**src/rtl/dvi_pkg.sv**
```systemverilog
// Shared TMDS definitions: control tokens, alignment FSM states, token decode helpers.
package dvi_pkg;

  localparam logic [9:0] CTRL_TOKEN_00 = 10'b1101010100;
  localparam logic [9:0] CTRL_TOKEN_01 = 10'b0010101011;
  localparam logic [9:0] CTRL_TOKEN_10 = 10'b0101010100;
  localparam logic [9:0] CTRL_TOKEN_11 = 10'b1010101011;

  typedef enum logic [1:0] {
    ST_SEARCH = 2'd0,
    ST_SLIP   = 2'd1,
    ST_WAIT   = 2'd2,
    ST_LOCKED = 2'd3
  } align_state_e;

  // One decoded pixel-clock word as presented on the outputs.
  typedef struct packed {
    logic       de;
    logic       c1;
    logic       c0;
    logic [7:0] d;
  } tmds_dec_t;

  // True when the word is one of the four control tokens.
  function automatic logic is_ctrl_token(input logic [9:0] w);
    logic hit;
    hit = 1'b0;
    case (w)
      CTRL_TOKEN_00, CTRL_TOKEN_01, CTRL_TOKEN_10, CTRL_TOKEN_11: hit = 1'b1;
      default: hit = 1'b0;
    endcase
    return hit;
  endfunction

  // Maps a control token to {C1,C0}; non-tokens map to 00.
  function automatic logic [1:0] ctrl_to_c(input logic [9:0] w);
    logic [1:0] c;
    c = 2'b00;
    case (w)
      CTRL_TOKEN_01: c = 2'b01;
      CTRL_TOKEN_10: c = 2'b10;
      CTRL_TOKEN_11: c = 2'b11;
      default:       c = 2'b00;
    endcase
    return c;
  endfunction

endpackage

```
**src/rtl/dvi_align_fsm.sv**
```systemverilog
// Word-boundary hunt: counts control-token runs, issues bitslip on timeout, tracks lock.
module dvi_align_fsm
  import dvi_pkg::*;
#(
  parameter int unsigned LOCK_CNT       = 16,
  parameter int unsigned SEARCH_TIMEOUT = 4096,
  parameter int unsigned LOSS_TIMEOUT   = 4096,
  parameter int unsigned SLIP_WAIT      = 4
) (
  input  logic       clk,
  input  logic       reset,
  input  logic       ctrl_seen,
  output logic       bitslip,
  output logic       locked,
  output logic [3:0] slip_count
);

  localparam int unsigned RUN_W  = $clog2(LOCK_CNT) + 1;
  localparam int unsigned TMR_W  = $clog2(SEARCH_TIMEOUT) + 1;
  localparam int unsigned LOSS_W = $clog2(LOSS_TIMEOUT) + 1;
  localparam int unsigned WAIT_W = $clog2(SLIP_WAIT) + 1;

  localparam logic [RUN_W-1:0]  RUN_LOCK  = RUN_W'(LOCK_CNT);
  localparam logic [TMR_W-1:0]  TMR_LAST  = TMR_W'(SEARCH_TIMEOUT - 1);
  localparam logic [LOSS_W-1:0] LOSS_LAST = LOSS_W'(LOSS_TIMEOUT - 1);
  localparam logic [WAIT_W-1:0] WAIT_LAST = WAIT_W'(SLIP_WAIT - 1);
  localparam logic [3:0]        SLIP_MAX  = 4'd9;

  align_state_e      state_q, state_d;
  logic [RUN_W-1:0]  run_q, run_d;
  logic [TMR_W-1:0]  timer_q, timer_d;
  logic [LOSS_W-1:0] loss_q, loss_d;
  logic [WAIT_W-1:0] wait_q, wait_d;
  logic [3:0]        slip_cnt_q, slip_cnt_d;
  logic              bitslip_q, bitslip_d;
  logic              locked_q, locked_d;

  // State and counter registers.
  always_ff @(posedge clk or negedge reset) begin
    if (!reset) begin
      state_q    <= ST_SEARCH;
      run_q      <= '0;
      timer_q    <= '0;
      loss_q     <= '0;
      wait_q     <= '0;
      slip_cnt_q <= '0;
      bitslip_q  <= 1'b0;
      locked_q   <= 1'b0;
    end else begin
      state_q    <= state_d;
      run_q      <= run_d;
      timer_q    <= timer_d;
      loss_q     <= loss_d;
      wait_q     <= wait_d;
      slip_cnt_q <= slip_cnt_d;
      bitslip_q  <= bitslip_d;
      locked_q   <= locked_d;
    end
  end

  // Next state; bitslip is registered so it is high exactly while in SLIP.
  always_comb begin
    state_d    = state_q;
    run_d      = run_q;
    timer_d    = timer_q;
    loss_d     = loss_q;
    wait_d     = wait_q;
    slip_cnt_d = slip_cnt_q;
    bitslip_d  = 1'b0;
    locked_d   = locked_q;
    case (state_q)
      ST_SEARCH: begin
        timer_d = (timer_q == '1) ? timer_q : timer_q + TMR_W'(1);
        if (ctrl_seen) run_d = (run_q == '1) ? run_q : run_q + RUN_W'(1);
        else           run_d = '0;
        // Reaching lock wins over a simultaneous search timeout.
        if (run_d == RUN_LOCK) begin
          state_d  = ST_LOCKED;
          locked_d = 1'b1;
          loss_d   = '0;
        end else if (timer_q == TMR_LAST) begin
          state_d    = ST_SLIP;
          bitslip_d  = 1'b1;
          slip_cnt_d = (slip_cnt_q >= SLIP_MAX) ? 4'd0 : slip_cnt_q + 4'd1;
        end
      end
      ST_SLIP: begin
        state_d = ST_WAIT;
        wait_d  = '0;
      end
      ST_WAIT: begin
        // Deserialiser output is unsettled here, so tokens are ignored.
        if (wait_q == WAIT_LAST) begin
          state_d = ST_SEARCH;
          timer_d = '0;
          run_d   = '0;
        end else begin
          wait_d = (wait_q == '1) ? wait_q : wait_q + WAIT_W'(1);
        end
      end
      ST_LOCKED: begin
        if (ctrl_seen) begin
          loss_d = '0;
        end else if (loss_q == LOSS_LAST) begin
          state_d    = ST_SEARCH;
          locked_d   = 1'b0;
          timer_d    = '0;
          run_d      = '0;
          loss_d     = '0;
          slip_cnt_d = '0;
        end else begin
          loss_d = (loss_q == '1) ? loss_q : loss_q + LOSS_W'(1);
        end
      end
      default: state_d = ST_SEARCH;
    endcase
  end

  assign bitslip    = bitslip_q;
  assign locked     = locked_q;
  assign slip_count = slip_cnt_q;

endmodule

```
**src/rtl/dvi_decoder.sv**
```systemverilog
// TMDS receive channel: registers the deserialised word, decodes data/control, aligns words.
module dvi_decoder
  import dvi_pkg::*;
#(
  parameter int unsigned LOCK_CNT       = 16,
  parameter int unsigned SEARCH_TIMEOUT = 4096,
  parameter int unsigned LOSS_TIMEOUT   = 4096,
  parameter int unsigned SLIP_WAIT      = 4
) (
  input  logic       clk,
  input  logic       reset,
  input  logic [9:0] q_in,
  output logic [7:0] D,
  output logic       C0,
  output logic       C1,
  output logic       DE,
  output logic       bitslip,
  output logic       locked,
  output logic [3:0] slip_count
);

  logic [9:0] word_q;
  tmds_dec_t  out_q, out_d;
  logic       ctrl_c;
  logic [7:0] unmask_c;
  logic [7:0] data_c;

  // Input word register; all detection works on this copy.
  always_ff @(posedge clk or negedge reset) begin
    if (!reset) word_q <= '0;
    else        word_q <= q_in;
  end

  assign ctrl_c = is_ctrl_token(word_q);

  // Undo the optional inversion, then the XOR/XNOR transition chain.
  always_comb begin
    unmask_c  = word_q[9] ? ~word_q[7:0] : word_q[7:0];
    data_c    = '0;
    data_c[0] = unmask_c[0];
    for (int i = 1; i < 8; i++) begin
      data_c[i] = word_q[8] ? (unmask_c[i] ^ unmask_c[i-1])
                            : ~(unmask_c[i] ^ unmask_c[i-1]);
    end
  end

  // Output selection: control bits hold across data; data gated until aligned.
  always_comb begin
    out_d = out_q;
    if (ctrl_c) begin
      out_d.de         = 1'b0;
      out_d.d          = '0;
      {out_d.c1, out_d.c0} = ctrl_to_c(word_q);
    end else begin
      out_d.de = locked;
      out_d.d  = locked ? data_c : 8'h00;
    end
  end

  // Decoded output register.
  always_ff @(posedge clk or negedge reset) begin
    if (!reset) out_q <= '0;
    else        out_q <= out_d;
  end

  assign D  = out_q.d;
  assign C0 = out_q.c0;
  assign C1 = out_q.c1;
  assign DE = out_q.de;

  dvi_align_fsm #(
    .LOCK_CNT       (LOCK_CNT),
    .SEARCH_TIMEOUT (SEARCH_TIMEOUT),
    .LOSS_TIMEOUT   (LOSS_TIMEOUT),
    .SLIP_WAIT      (SLIP_WAIT)
  ) u_align (
    .clk        (clk),
    .reset      (reset),
    .ctrl_seen  (ctrl_c),
    .bitslip    (bitslip),
    .locked     (locked),
    .slip_count (slip_count)
  );

endmodule

```
**config.mk**
```make
export PLATFORM = sky130hd
export DESIGN_NAME = dvi_decoder
export DESIGN_NICKNAME = d
export VERILOG_FILES = /design/src/rtl/dvi_pkg.sv /design/src/rtl/dvi_align_fsm.sv /design/src/rtl/dvi_decoder.sv
export SDC_FILE = /design/constraint.sdc
export NUM_CORES = 1
export LEC_CHECK = 0
export CAP_MARGIN = 20
export CORE_MARGIN = 4
export CORE_UTILIZATION = 50
export DETAILED_ROUTE_END_ITERATION = 12
export PLACE_DENSITY_LB_ADDON = 0.1
export SYNTH_ARGS = -nofsm -noshare
export SYNTH_HDL_FRONTEND = slang
export SYNTH_HIERARCHICAL = 1
export SYNTH_SLANG_ARGS = --single-unit
```
**constraint.sdc**
```tcl
create_clock -name clk -period 2.6 [get_ports clk]
set_input_delay 0.26 -clock clk [delete_from_list [all_inputs] [get_ports clk]]
set_output_delay 0.26 -clock clk [all_outputs]
set_load 0.02 [all_outputs]
```
# After elaboration in Yosys (flattened, before gate mapping)
# Index checks and enable logic that the tools add are counted.
# W data, S select, Z words.
dict set report classes {
  n_addsub 5
  magnitude_cmp 1
  eq_ne 26
  muxes 52
  bitwise_logic 15
  reduce_logical 12
}
# op count
set ops {}
lappend ops {{$mux W13} 8}
lappend ops {{$pmux W13 S3} 1}
lappend ops {{$mux W5} 6}
lappend ops {{$add A13 B1 Y13 const B} 2}
lappend ops {{$eq A13 B12 Y1 const B} 2}
lappend ops {{$eq A13 B13 Y1 const B} 2}
lappend ops {{$pmux W13 S2} 1}
lappend ops {{$mux W8} 3}
lappend ops {{$eq A10 B10 Y1 const B} 2}
lappend ops {{$mux W4} 5}
lappend ops {{$mux W1} 15}
lappend ops {{$pmux W5 S3} 1}
lappend ops {{$reduce_and A4 Y1} 3}
lappend ops {{$eq A10 B8 Y1 const B} 1}
lappend ops {{$eq A10 B9 Y1 const B} 1}
lappend ops {{$eq A5 B5 Y1 const B} 2}
lappend ops {{$mux W2} 5}
lappend ops {{$ne A2 B2 Y1 const B} 5}
lappend ops {{$reduce_and A5 Y1} 2}
lappend ops {{$ne A2 B1 Y1 const B} 4}
lappend ops {{$not A8 Y8} 1}
lappend ops {{$pmux W2 S4} 1}
lappend ops {{$pmux W4 S2} 1}
lappend ops {{$not A1 Y1} 7}
lappend ops {{other kinds (20)} 30}
dict set report totals {
  ff_bits 63
  inputBits 12
  out_inout_bits 17
  wordCells 124
}

# Logic depth before layout (Yosys ltp)
dict set report depth {
  depth_word 8
  mapped_depth 13
  ltp_nobuf 10
}

# Hierarchy
# Netlist, hierarchy kept.
# module n_inst cells_each area_each_um2 seq_area_each_um2
set modules_own_cells {}
lappend modules_own_cells {dvi_align_fsm 1 270 2459.9 1051.0}
lappend modules_own_cells {dvi_decoder 1 61 887.1 525.5}

# Worst setup path before layout
# Ideal clock, no wire load.
dict set report synth_timing {
  path_type {reg-to-reg}
  from {register word_q[0]}
  to {register u_align.timer_q[9]}
  arrival_ps 2492
  setup_slack_ps -21
  stages_incl_launch_ff 14
  path_buffers 3
  cell_sequence {dfrtp_1 -> inv_1 -> ha_1 -> nand4b_1 -> o21ai_0 -> and3b_1 -> buf_4 -> nand4_2 -> o31a_1 -> clkbuf_1 -> buf_2 -> nor2_1 -> mux2i_1 -> o21ai_1}
}
dict set report synth_via {
  elab_chain_len 5
}
# item line_no
set synth_rtl {}
lappend synth_rtl {{start, declared} dvi_decoder.sv:22} ;# logic [9:0] word_q;
lappend synth_rtl {{start signal, assigned} dvi_decoder.sv:31} ;# else word_q <= q_in;
lappend synth_rtl {{$eq A10 B10 Y1 (tied with other cells)} dvi_pkg.sv:28} ;# case (w)
lappend synth_rtl {{$reduce_or A4 Y1 (*)} dvi_pkg.sv:28}
lappend synth_rtl {{$mux W1 (*)} dvi_pkg.sv:28}
lappend synth_rtl {{named net ctrl_c} dvi_decoder.sv:24} ;# logic ctrl_c;
lappend synth_rtl {{$ne A2 B2 Y1 (no line) (*)} n/a}
lappend synth_rtl {{$reduce_and A5 Y1 (no line) (*)} n/a}
lappend synth_rtl {{end signal, assigned} dvi_align_fsm.sv:52} ;# timer_q <= timer_d;
lappend synth_rtl {{end, declared} dvi_align_fsm.sv:31} ;# logic [TMR_W-1:0] timer_q, timer_d;
# Mark *: on every way through the listed nets, which the timed path passes. The rest lies on a longest branch.
# A chain may end at the register's enable or synchronous reset.

# Final worst setup path
dict set report layout_timing {
  from {register word_q[0]}
  to {register u_align.slip_cnt_q[2] (netlist: u_align/slip_count[2])}
}
dict set report layout_via {
  elab_chain_len 8
}
# item line_no
set layout_rtl {}
lappend layout_rtl {{$eq A10 B10 Y1 (tied with other cells)} dvi_pkg.sv:28}
lappend layout_rtl {{$reduce_or A4 Y1 (*)} dvi_pkg.sv:28}
lappend layout_rtl {{$mux W1 (*)} dvi_pkg.sv:28}
lappend layout_rtl {{named net ctrl_c} dvi_decoder.sv:24}
lappend layout_rtl {{$mux W5} dvi_align_fsm.sv:74} ;# if (ctrl_seen) run_d = (run_q == '1) ? run_q : run_q + RUN_W'(1);
lappend layout_rtl {{$mux W5} dvi_align_fsm.sv:71} ;# case (state_q)
lappend layout_rtl {{$eq A5 B5 Y1} dvi_align_fsm.sv:77} ;# if (run_d == RUN_LOCK) begin
lappend layout_rtl {{$ne A2 B2 Y1 (no line)} n/a}
lappend layout_rtl {{$reduce_and A5 Y1 (no line) (*)} n/a}
lappend layout_rtl {{end signal, assigned} dvi_align_fsm.sv:55} ;# slip_cnt_q <= slip_cnt_d;
lappend layout_rtl {{end, declared} dvi_align_fsm.sv:34} ;# logic [3:0] slip_cnt_q, slip_cnt_d;
# Mark *: on every way through the listed nets, which the timed path passes. The rest lies on a longest branch. The select of a mux whose other input is x is not followed.

==> impl_metrics.toml <==
[timing]
final_max_slew_viol_count = 0
maxSlewHeadroom_pct = 65.48
fmax_mhz = 408.2
finalSetupViolations = 0
tightest_slew_ps = 512.4
fin_crit_ps = 2450
tns_ps = 0
fin_crit_sh_pct = 94.21
finalHoldViolCount = 0
fin_skew_ps = 7.960

[drt]
drt_iter0_markers = 126
route.detailed.drc = 0
dr_wl_met2_um = 3101
ant_nets = 0
via_per_inst = 5.781
vias = 2613
top_layer = "met4"
drt_first_pass_iters = 4
routed-wl-met3_um = 238
wl_per_cell_um = 15.01
wl_um = 6784
wl_met1_um = 3338

[run_status]
status = "completed"

[floorplan]
core_um2 = 6422
dieArea_um2 = 8067
num_rows = 29
io_pins = 29
die_height_um = 89.82
initial_utilization_pct = 52.11
die_width_um = 89.82

[yosys]
syn-num-nets = 354
synth_top_family_by_area = "simple AND/OR/NAND/NOR gates"
yosys.area.top_type = "dfrtp_1"
synth_area_per_cell_um2 = 10.11
yosysWarnings = 6
synthesis.area_um2 = 3347
synth_area_leaders = "dfrtp_1 (47%), nand2_1 (4.3%), ha_1 (4.1%)"
ys_ff_latch = 63
synthFlopType = "dfrtp_1"
synth-compound-area-share_pct = 15.14
synth-xor-area-share_pct = 3.589
synth_top_area_share_pct = 47.10
synth-edff-count = 0
async_flop_share_pct = 100.0
synthMostInstantiatedCell = "dfrtp_1"
synthMuxAreaShare_pct = 1.570
yosys.area_share.simple_pct = 25.57
yosysSeqAreaShare_pct = 47.10
netlist-cell-type-count = 64
synth-adder-area-share_pct = 4.112
synth_cells = 331
yosys-top-cells-count = "dfrtp_1 (63), nand2_1 (38), nor2_1 (21)"

[clocking]
clock_latency_ps = 340
cts-root-buf = "clkbuf_8"
numCtsBuffers = 9
tritoncts = "yes"
clockBufferDepth = 2
cts_sinks = 63
htree_num_levels = 3
clk_pin_slew_ps = 60

[placement]
dpl_cell_area_um2 = 3745
hpwl_um = 4767
numPlacedInstances = 437
gp_congestion = 0.8488
numPortBuffers = 28

[grt]
grt_pass1_vias = 2441
antenna_found_initial = 0
grt_pass1_wl_um = 11890
grtUsageTotal_pct = 17.93
overflow = 0
grt_max_degree = 37

[cells_and_area]
drive_gt1_share_pct = 15.20
fin_util_pct = 61.39
finalInstanceArea_um2 = 3943
area_growth_pct = 17.79
finalNetCount = 396
layout.cells.non_filler = 452
fillCellCount = 549
diodes = 0

[power]
peakVddDrop_v = 0.0002875
p_clk_share_pct = 38.9
power.leakage_nw = 1.860
p_switching_mw = 0.4108
swShare_pct = 22.75
powerDensity_nw_per_um2 = 458.1
seq_power_share_pct = 55.7
comb_power_share_pct = 5.4
p_int_mw = 1.395

[critical_path]
worstSetupPathType = "reg2reg"
cp_cell_sequence = "ha_1 > nand4bb_4 > or2_4 > o21ai_2 > and3b_2 > nand4_4 > or3_4 > a22oi_4 > o21ai_1 > a32o_1"
crit_fanout = 5
worst_setup_path_start_kind = "register"
cp_slowest_stage_delay_ps = 440
required_ps = 2830
crit_path_start = "word_q[0]$_DFF_PN0_"
cp_slowest_cell = "or3_4"
end_kind = "register"
worstPathArrival_ps = 2670
r2r-start = "word_q[0]$_DFF_PN0_"

[worst_hold_path]
hp-class = "in2reg"
hold_path.startpoint = "q_in[7]"

[job]
drv_cap = 0
==> cell usage in the layout (no fill, tap or decap), drive strengths merged, types with 5 or more instances in the layout <==
master	synthesis	layout
a21oi	14	14
or2	5	5
a22o	6	6
buf	5	14
a21o	5	5
and2	5	5
clkdlybuf4s50	0	27
inv	9	9
nor2	23	23
clkbuf	6	11
ha	11	11
nand2	38	38
a211o	5	5
nand4	8	8
nand3	14	14
dfrtp	63	63
nor3	15	15
xnor2	11	11
and4	5	5
and3	10	10
nor4b	8	8
o21ai	24	24
==> area by class of cell <==
type                    instances  area [µm²]  area share [%]
clock buffers                  11       141.4           3.586
clock inverters                 2       10.01          0.2539
inverters                       9       33.78          0.8569
multi-input cells             248        1702           43.16
flip-flops and latches         63        1577           39.99
well taps                      77       96.34           2.444
repair buffers                 42       382.9           9.711
==> sequential cells by signal (all words and copies together), names as in the netlist, 2 cells and up <==
name,cells
D,8
word_q,10
u_align/timer_q,13
u_align/loss_q,13
u_align/state_q,2
u_align/slip_count,4
u_align/run_q,5
u_align/wait_q,3
==> final timing paths <==
kind | end | slack (ps) | cells past startpoint
min in group asynchronous | u_align/timer_q[6]$_DFFE_PN0P_ | 460 | 3
max in group asynchronous | u_align/loss_q[2]$_DFFE_PN0P_ | 1780 | 3
worst min-delay path | word_q[7]$_DFF_PN0_ | 360 | 1
worst min register to register | u_align/timer_q[1]$_DFFE_PN0P_ | 520 | 2
worst max register to register | u_align/slip_count[2]$_DFFE_PN0P_ | 150 | 10
worst max-delay path | u_align/slip_count[2]$_DFFE_PN0P_ | 150 | 10
==> metrics by stage <==
| stage | hold slack [ps] | setup slack, ps | power (mW) |
|---|---|---|---|
| floorplan | -35.59 | 44.34 | 1.066 |
| CTS | 349.2 | 15.24 | 1.826 |
| finish | 363.0 | 150.5 | 1.806 |
| global route | 348.0 | -3.628 | 1.879 |
| global placement | 292.8 | 140.4 | 1.121 |
| detailed placement | 301.4 | 71.76 | 1.122 |
==> critical path: cells and delay by family, from the launching register on <==
kind / cells / cell delay (ps)
simple gates: 5 / 1100
compound gates: 4 / 600
flops: 1 / 400
fa+ha+maj: 1 / 240
==> power by group through the flow <==
stage	logic (mW)	clock network, mW	registers (mW)
after global routing	0.107	0.765	1.01
after CTS	0.0987	0.721	1.01
after global placement	0.0971	0	1.02
after detailed placement	0.0976	0	1.02
final	0.0969	0.703	1.01
after floorplan	0.0410	0	1.03
==> routing by layer <==
metal | global-route usage (%) | up-vias
li1 | - | 1295
met1 | 24.39 | 1264
met2 | 27.44 | 44
met3 | 4.925 | 10
met4 | 6.769 | 0
met5 | 0 | -
==> logic make-up after synthesis <==
family	after synthesis
xor gates and xnor gates	12
buffers and inverters	20
and+or+nand+nor	148
adders and majority gates	11
DFF	63
AOI/OAI and AO/OA	72
muxes	5
==> repair_timing <==
item | 4_1_cts | 5_1_grt
resized for setup | 0 | 8
hold buffers | 1 | 0
hold endpoints to repair | 63 | 0
setup buffers | 0 | 1
endpoints found under the setup margin | 0 | 18
(Power assumes the default switching activity.)
